`config.mk`:
```
export PLATFORM = sky130hd
export DESIGN_NAME = voice_change_resampler
export DESIGN_NICKNAME = d
export VERILOG_FILES = /design/src/rtl/voice_change_pkg.sv /design/src/rtl/voice_change_lerp.sv /design/src/rtl/voice_change_resampler.sv
export SDC_FILE = /design/constraint.sdc
export NUM_CORES = 1
export LEC_CHECK = 0
export CAP_MARGIN = 25
export CORE_ASPECT_RATIO = 0.75
export CORE_UTILIZATION = 50
export CTS_CLUSTER_SIZE = 8
export DETAILED_ROUTE_END_ITERATION = 10
export PLACE_DENSITY = 0.65
export SYNTH_ARGS = -nofsm -noshare
export SYNTH_HDL_FRONTEND = slang
export SYNTH_SLANG_ARGS = --single-unit
```
`constraint.sdc`:
```
create_clock -name clk -period 14.39 [get_ports clk]
set_input_delay 2.1585 -clock clk [delete_from_list [all_inputs] [get_ports clk]]
set_output_delay 2.1585 -clock clk [all_outputs]
set_load 0.005 [all_outputs]
```
`src/rtl/voice_change_pkg.sv`:
```
// Shared constants and FSM state type for the voice-change resampler.
package voice_change_pkg;
  localparam int unsigned CH_W   = 16;
  localparam int unsigned FRAC_W = 8;
  localparam int unsigned STEP_W = 10;
  localparam int unsigned PEND_W = 3;

  typedef enum logic [1:0] {IDLE, FILL, RUN, SKIP} state_e;
endpackage

```
`src/rtl/voice_change_lerp.sv`:
```
// Two-stage single-channel linear interpolator: y = s0 + ((s1 - s0) * frac) >>> FRAC_W.
// y holds its value unless a started interpolation reaches stage 2.
module voice_change_lerp
  import voice_change_pkg::*;
(
  input  logic              clk,
  input  logic              rst_n,
  input  logic              start,
  input  logic [CH_W-1:0]   s0,
  input  logic [CH_W-1:0]   s1,
  input  logic [FRAC_W-1:0] frac,
  output logic [CH_W-1:0]   y
);
  localparam int unsigned P_W = CH_W + FRAC_W + 2;

  logic signed [CH_W:0]  d;
  logic signed [P_W-1:0] d_x, f_x, s0_x;
  logic signed [P_W-1:0] p_d, p_q;
  logic [CH_W-1:0]       s0_d, s0_q, y_d, y_q;
  logic                  vld_d, vld_q;

  always_comb begin
    d     = {s1[CH_W-1], s1} - {s0[CH_W-1], s0};
    d_x   = P_W'(d);
    f_x   = {{(P_W-FRAC_W){1'b0}}, frac};
    p_d   = start ? d_x * f_x : p_q;
    s0_d  = start ? s0 : s0_q;
    vld_d = start;
    s0_x  = P_W'($signed(s0_q));
    // Only the low CH_W bits survive; the result always lies between s0 and s1.
    y_d   = vld_q ? CH_W'(s0_x + (p_q >>> FRAC_W)) : y_q;
  end

  always_ff @(posedge clk or negedge rst_n) begin
    if (!rst_n) begin
      p_q   <= '0;
      s0_q  <= '0;
      vld_q <= 1'b0;
      y_q   <= '0;
    end else begin
      p_q   <= p_d;
      s0_q  <= s0_d;
      vld_q <= vld_d;
      y_q   <= y_d;
    end
  end

  assign y = y_q;
endmodule

```
`src/rtl/voice_change_resampler.sv`:
```
// Pitch-shifting stereo resampler: two-sample window, Q2.8 phase accumulator,
// per-channel linear interpolation with 2-cycle output latency.
module voice_change_resampler
  import voice_change_pkg::*;
(
  input  logic                clk,
  input  logic                rst_n,
  input  logic [2*CH_W-1:0]   in_data,
  input  logic                in_vld,
  output logic                in_rdy,
  input  logic [STEP_W-1:0]   step,
  input  logic                out_req,
  input  logic                flush,
  output logic [2*CH_W-1:0]   out_data,
  output logic                out_vld,
  output logic                underflow
);
  state_e              state_q, state_d;
  logic [1:0]          cnt_q, cnt_d;
  logic [2*CH_W-1:0]   s0_q, s0_d, s1_q, s1_d;
  logic [FRAC_W-1:0]   frac_q, frac_d;
  logic [PEND_W-1:0]   pend_q, pend_d;
  logic                in_rdy_q, in_rdy_d;
  logic                req1_q, req1_d;
  logic                uf_q, uf_d;
  logic                vld_q, vld_d;
  logic                xfer, start;
  logic [FRAC_W+PEND_W-1:0] acc;

  always_comb begin
    state_d = state_q;
    cnt_d   = cnt_q;
    s0_d    = s0_q;
    s1_d    = s1_q;
    frac_d  = frac_q;
    pend_d  = pend_q;
    start   = 1'b0;
    req1_d  = 1'b0;
    uf_d    = 1'b0;
    vld_d   = req1_q;
    xfer    = in_vld & in_rdy_q;
    acc     = (FRAC_W+PEND_W)'(frac_q) + (FRAC_W+PEND_W)'(step);

    if (flush) begin
      state_d = FILL;
      cnt_d   = '0;
      frac_d  = '0;
      pend_d  = '0;
    end else begin
      // A request outside RUN still yields a strobe, repeating the held output.
      if (out_req) begin
        req1_d = 1'b1;
        uf_d   = (state_q != RUN);
      end
      unique case (state_q)
        IDLE: state_d = FILL;
        FILL: if (xfer) begin
          s0_d  = s1_q;
          s1_d  = in_data;
          cnt_d = (cnt_q == 2'd2) ? 2'd2 : cnt_q + 2'd1;
          if (cnt_d == 2'd2) state_d = RUN;
        end
        RUN: if (out_req) begin
          start  = 1'b1;
          frac_d = acc[FRAC_W-1:0];
          pend_d = acc[FRAC_W+PEND_W-1:FRAC_W];
          if (pend_d != '0) state_d = SKIP;
        end
        SKIP: if (xfer) begin
          s0_d   = s1_q;
          s1_d   = in_data;
          pend_d = pend_q - 1'b1;
          if (pend_d == '0) state_d = RUN;
        end
        default: state_d = IDLE;
      endcase
    end

    in_rdy_d = (state_d == FILL) || ((state_d == SKIP) && (pend_d != '0));
  end

  always_ff @(posedge clk or negedge rst_n) begin
    if (!rst_n) begin
      state_q  <= IDLE;
      cnt_q    <= '0;
      s0_q     <= '0;
      s1_q     <= '0;
      frac_q   <= '0;
      pend_q   <= '0;
      in_rdy_q <= 1'b0;
      req1_q   <= 1'b0;
      uf_q     <= 1'b0;
      vld_q    <= 1'b0;
    end else begin
      state_q  <= state_d;
      cnt_q    <= cnt_d;
      s0_q     <= s0_d;
      s1_q     <= s1_d;
      frac_q   <= frac_d;
      pend_q   <= pend_d;
      in_rdy_q <= in_rdy_d;
      req1_q   <= req1_d;
      uf_q     <= uf_d;
      vld_q    <= vld_d;
    end
  end

  voice_change_lerp u_lerp_l (
    .clk   (clk),
    .rst_n (rst_n),
    .start (start),
    .s0    (s0_q[2*CH_W-1:CH_W]),
    .s1    (s1_q[2*CH_W-1:CH_W]),
    .frac  (frac_q),
    .y     (out_data[2*CH_W-1:CH_W])
  );

  voice_change_lerp u_lerp_r (
    .clk   (clk),
    .rst_n (rst_n),
    .start (start),
    .s0    (s0_q[CH_W-1:0]),
    .s1    (s1_q[CH_W-1:0]),
    .frac  (frac_q),
    .y     (out_data[CH_W-1:0])
  );

  assign in_rdy    = in_rdy_q;
  assign out_vld   = vld_q;
  assign underflow = uf_q;
endmodule
```
**Word-level counts from Yosys, hierarchy flattened**

Index checks and enable logic that the tools add are counted.

- Register bits after elaboration: 196

- Eq/ne operators: 8
- Multiplexer cells: 25
- $add $sub $neg: 7
- $mul: 2
- Bitwise gates (word level): 2
- Reductions and logical operators: 14

Operator list:

| cell | number |
|---|---|
| 17-bit by 9-bit multiplier with 24-bit output | 2 |
| 16-bit by 16-bit subtractor with 17-bit output | 2 |
| 16-bit adder | 2 |
| 8-bit two-way mux | 3 |
| 2-bit two-way mux | 11 |
| 8-bit by 10-bit adder with 11-bit output | 1 |
| 2-bit == test, second input constant | 5 |
| 3-bit two-way mux | 3 |
| 2-bit case mux with 4 select lines | 1 |
| 2-bit nonzero test | 4 |
| 1-bit two-way mux | 6 |
| 3-bit case mux with 2 select lines | 1 |
| 3-bit nonzero test | 2 |
| 2-bit by 1-bit == test with 1-bit output, second input constant | 2 |
| 2-bit AND reduction | 2 |
| 3-bit logical NOT | 1 |
| 3-bit AND reduction | 1 |
| 3-bit by 1-bit subtractor with 3-bit output, second input constant | 1 |
| 2-bit by 1-bit adder with 2-bit output, second input constant | 1 |
| 2-bit logical NOT | 1 |
| 2-bit != test, second input constant | 1 |
| 2-bit OR reduction | 1 |
| 1-bit bitwise AND | 1 |
| 1-bit logical AND | 1 |
| 2 further kinds | 2 |

**Depth between registers and ports, before layout**

- Word-level depth: 10
- Gate-level depth with buffers: 28
- Gate-level depth less buffers: 28

**Modules after synthesis**

Synthesis repeated with hierarchy kept, for this count alone.

- Cell total of the unflattened synthesis: 1,909
- Area, all modules: 18,834.3 µm²

Modules (own cells, without submodules):

| module | cells an instance | instances | area each (µm²) | seq. area each (µm²) |
|---|---|---|---|---|
| voice_change_lerp (u_lerp_r) | 824 | 1 | 7,662.3 | 1,226.2 |
| voice_change_lerp (u_lerp_l) | 815 | 1 | 7,521.0 | 1,226.2 |
| voice_change_resampler | 270 | 1 | 3,651.0 | 2,077.0 |

**Worst setup path after synthesis**

Ideal clock, no wire load.

- Path kind: register to register
- Start point: reg s0_q[17]
- End point: reg u_lerp_l.p_q[22]
- Buffers on the path: 0
- Required time: 14.256 ns
- Stages on the path, launching flop included: 27
- Arrival time: 6.501 ns
- Setup slack: 7.755 ns
- Path through: dfrtp_1 > inv_1 > ha_1 > nor2b_1 > o21ai_0 > a21boi_0 > o21ai_0 > a21oi_1 > a211oi_1 > nor2_1 > xor2_1 > nand2_1 > fa_1 > inv_1 > fa_1 > fa_1 > inv_1 > fa_1 > inv_1 > ha_1 > or3_1 > o311a_1 > a221o_1 > a221o_1 > a21o_1 > a211oi_1 > o31ai_1

- Longest elaborated chain between the ends: 2

RTL lines:

| element | RTL line | RTL |
|---|---|---|
| start: declaration | voice_change_resampler.sv:20 | `logic [2*CH_W-1:0] s0_q, s0_d, s1_q, s1_d;` |
| start signal: assignment | voice_change_resampler.sv:86 | `s0_q <= '0;` |
| start signal: assignment | voice_change_resampler.sv:97 | `s0_q <= s0_d;` |
| 16-bit by 16-bit subtractor with 17-bit output | voice_change_lerp.sv:23 | `d = {s1[CH_W-1], s1} - {s0[CH_W-1], s0};` |
| 17-bit by 9-bit multiplier with 24-bit output | voice_change_lerp.sv:26 | `p_d = start ? d_x * f_x : p_q;` |
| end signal: assignment | voice_change_lerp.sv:41 | `p_q <= p_d;` |
| end: declaration | voice_change_lerp.sv:18 | `logic signed [P_W-1:0] p_d, p_q;` |

Every way passes these cells.
A chain may end at the register's enable or synchronous reset.

**Worst setup path in the final report**

Same ends and word-level chain as after synthesis.

==> results.sh <==
export IMPL_grt_pass1_vias=14200
export IMPL_h_tree_depth=4
export IMPL_p_switching_mw=1.38
export IMPL_yosysUniqueCellTypes=68
export IMPL_yosys_warnings=0
export IMPL_synth_seq_cells=180
export IMPL_place_inst=2535
export IMPL_clock_skew_ns=0.0198
export IMPL_cp_num_buf_inv=4
export IMPL_cts_buffers=17
export IMPL_viasPerCell=5.37
export IMPL_die_x_um=225
export IMPL_ant_nets=0
export IMPL_setup_viol_count_final=0
export IMPL_worstPathRequired_ns=14.70
export IMPL_post_cts_setup_buffers=0
export IMPL_syn_nets=2431
export IMPL_rows=60
export IMPL_dr_pass1_iters=5
export IMPL_end_kind="flip-flop"
export IMPL_p_leak_nw=10.3
export IMPL_maxCapViolations=0
export IMPL_clock_latency_ns=0.46
export IMPL_final_nets=2473
export IMPL_multi_input_area_sq_um=12700
export IMPL_grt_overflow=0
export IMPL_rsz0062_at_grt="no"
export IMPL_synthArstFlopShare=1.00
export IMPL_antenna_found_initial=1
export IMPL_hold_violations=0
export IMPL_cp_top_family="compound AO/OA/AOI/OAI gates"
export IMPL_ys_seq_area_frac=0.240
export IMPL_fin_ws_ns=6.79
export IMPL_grt_max_degree=116
export IMPL_utilization=0.565
export IMPL_drive_above_1_share=0.0657
export IMPL_synth_top_area_share=0.240
export IMPL_hold_path_class="flip-flop to flip-flop"
export IMPL_grt_pass1_wl_mm=73.0
export IMPL_ff2ff_setup_slack_ns=6.79
export IMPL_arrival_ns=7.91
export IMPL_cp_depth=26
export IMPL_crit_fanout=8
export IMPL_synth_edff_count=0
export IMPL_worstHoldEndpoint="out_vld"
export IMPL_synthMostInstantiatedCell="inv_1"
export IMPL_irDropWorstVdd_mv=0.116
export IMPL_num_vias=13800
export IMPL_wire_per_inst_um=17.0
export IMPL_r2r_start="s0_q[17]"
export IMPL_reg2regPathDepth=26
export IMPL_path_clk_slew_ns=0.08
export IMPL_synth_top_flop_cell="dfrtp_1"
export IMPL_drc_errors=0
export IMPL_synth_top_cell_by_area="dfrtp_1"
export IMPL_fin_cells=2568
export IMPL_dp_hpwl_mm=33.7
export IMPL_critPathSlowestCell="fa_1"
export IMPL_post_cts_resized=0
export IMPL_swShare=0.501
export IMPL_power_per_cell_area_nw_per_um2=134
export IMPL_slew_headroom=0.366
export IMPL_p_comb_frac=0.568
export IMPL_clock_power_share=0.167
export IMPL_grt_use_total=0.243
export IMPL_wl_mm=43.5
export IMPL_synth_common_cells="inv_1 (340), nand2_1 (236), fa_1 (209)"
export IMPL_fillerInstances=3280
export IMPL_fp_dieH_um=170
export IMPL_tns_ns=0
export IMPL_cts_root_buf="clkbuf_16"
export IMPL_start_kind="flip-flop"
export IMPL_synth_area_sq_um=18700
export IMPL_fmax_mhz=132
export IMPL_period_needed_ns=7.60
export IMPL_p_int_mw=1.38
export IMPL_startpoint="s0_q[17]"
export IMPL_hold_path_startpoint="req1_q"
export IMPL_critical_path_max_stage_delay_ns=0.56
export IMPL_die_area_sq_um=38200
export IMPL_ctsHoldBuffers=0
export IMPL_gp_congestion=0.889
export IMPL_power_mw=2.76
export IMPL_critical_path_class="flip-flop to flip-flop"
export IMPL_drtIter0Drc=738
export IMPL_regArea_sq_um=4500
export IMPL_clockBufferDepth=2
export IMPL_pwr_share_seq=0.265
export IMPL_avgSynthCellArea_sq_um=9.29
export IMPL_area_delta_synth_final_pct=9.81
export IMPL_synthTopCellsByArea="dfrtp_1 (24%), fa_1 (22%), ha_1 (11%)"
export IMPL_core_area_sq_um=36400
export IMPL_status="completed"
export IMPL_netlist_instances=2016
export IMPL_period_share=0.528
export IMPL_start_util=0.514
export IMPL_drv_slew=0
export IMPL_hold_depth=0
export IMPL_cts_tree="built"
export IMPL_r2r_end="u_lerp_l.p_q[22]"
export IMPL_cts_sinks=180
export IMPL_port_buffers=81
export IMPL_dp_slack_ns=6.87
export IMPL_tightest_slew_ns=0.951
export IMPL_io_pins=82
[placed cells by master, fill, tap and decap left out, drive strengths merged, types with 36 or more instances in the layout]
| cell type | instances |
|---|---|
| fa | 209 |
| mux2 | 77 |
| nand2 | 236 |
| clkdlybuf4s50 | 80 |
| nor3 | 36 |
| a21oi | 53 |
| xnor2 | 61 |
| and2 | 121 |
| dfrtp | 180 |
| nor2 | 57 |
| o21ai | 108 |
| inv | 343 |
| ha | 159 |
[sequential cells by signal (all words and copies together), names as in the netlist, 16 cells and up]
register / count
s0_q: 32
u_lerp_r.y: 16
u_lerp_l.p_q: 16
u_lerp_r.p_q: 16
u_lerp_l.y: 16
u_lerp_l.s0_q: 16
u_lerp_r.s0_q: 16
s1_q: 32
[metrics by stage]
| stage | instance area, sq um | hold WS (ns) |
|---|---|---|
| after detailed placement | 20000 | 0.337 |
| after global placement | 20000 | 0.335 |
| after global routing | 20600 | 0.360 |
| final | 20600 | 0.350 |
| after CTS | 20600 | 0.353 |
| after floorplan | 18700 | 0.331 |
[power by group through the flow]
stage / clock network, mW / registers (mW) / logic, mW
global route: 0.493 / 0.746 / 1.73
finish: 0.461 / 0.731 / 1.57
global placement: 0 / 0.731 / 1.53
detailed placement: 0 / 0.739 / 1.55
CTS: 0.471 / 0.730 / 1.56
floorplan: 0 / 0.701 / 1.07
[routing by layer]
metal  up-vias  GRT usage  routed length, um
li1       6607          -                  -
met1      6809      0.326              19700
met2       305      0.413              21000
met3        58     0.0343               1840
met4         0     0.0603                979
met5         -          0                  0
[worst max-delay path by stage]
stage               slack (ns)                to
CTS                       6.77  u_lerp_l.p_q[22]
floorplan                 7.75  u_lerp_l.p_q[22]
finish                    6.79  u_lerp_l.p_q[22]
global route              6.19  u_lerp_l.p_q[22]
global placement          6.96  u_lerp_r.p_q[23]
detailed placement        6.87  u_lerp_r.p_q[23]
[cell type report]
type,instances,share of cell area
Multi-Input combinational cell,1425,0.617
Timing Repair Buffer,92,0.0436
Tap cell,496,0.0302
Antenna cell,1,0.000122
Clock buffer,18,0.0209
Sequential cell,180,0.219
Inverter,342,0.0624
Clock inverter,14,0.00651
[cells by family (layout without fill, tap and decap cells)]
family	count (synthesis)	count (layout)	share of synthesized area
AND/OR/NAND/NOR	588	588	0.156
adder cells (fa/ha/maj)	368	368	0.330
flip-flops	180	180	0.240
other	0	1	0
XOR/XNOR	88	88	0.0412
buffers and inverters	411	466	0.0825
multiplexers	79	79	0.0474
AO/OA/AOI/OAI	302	302	0.103
Power figures use the tool's default switching activity.
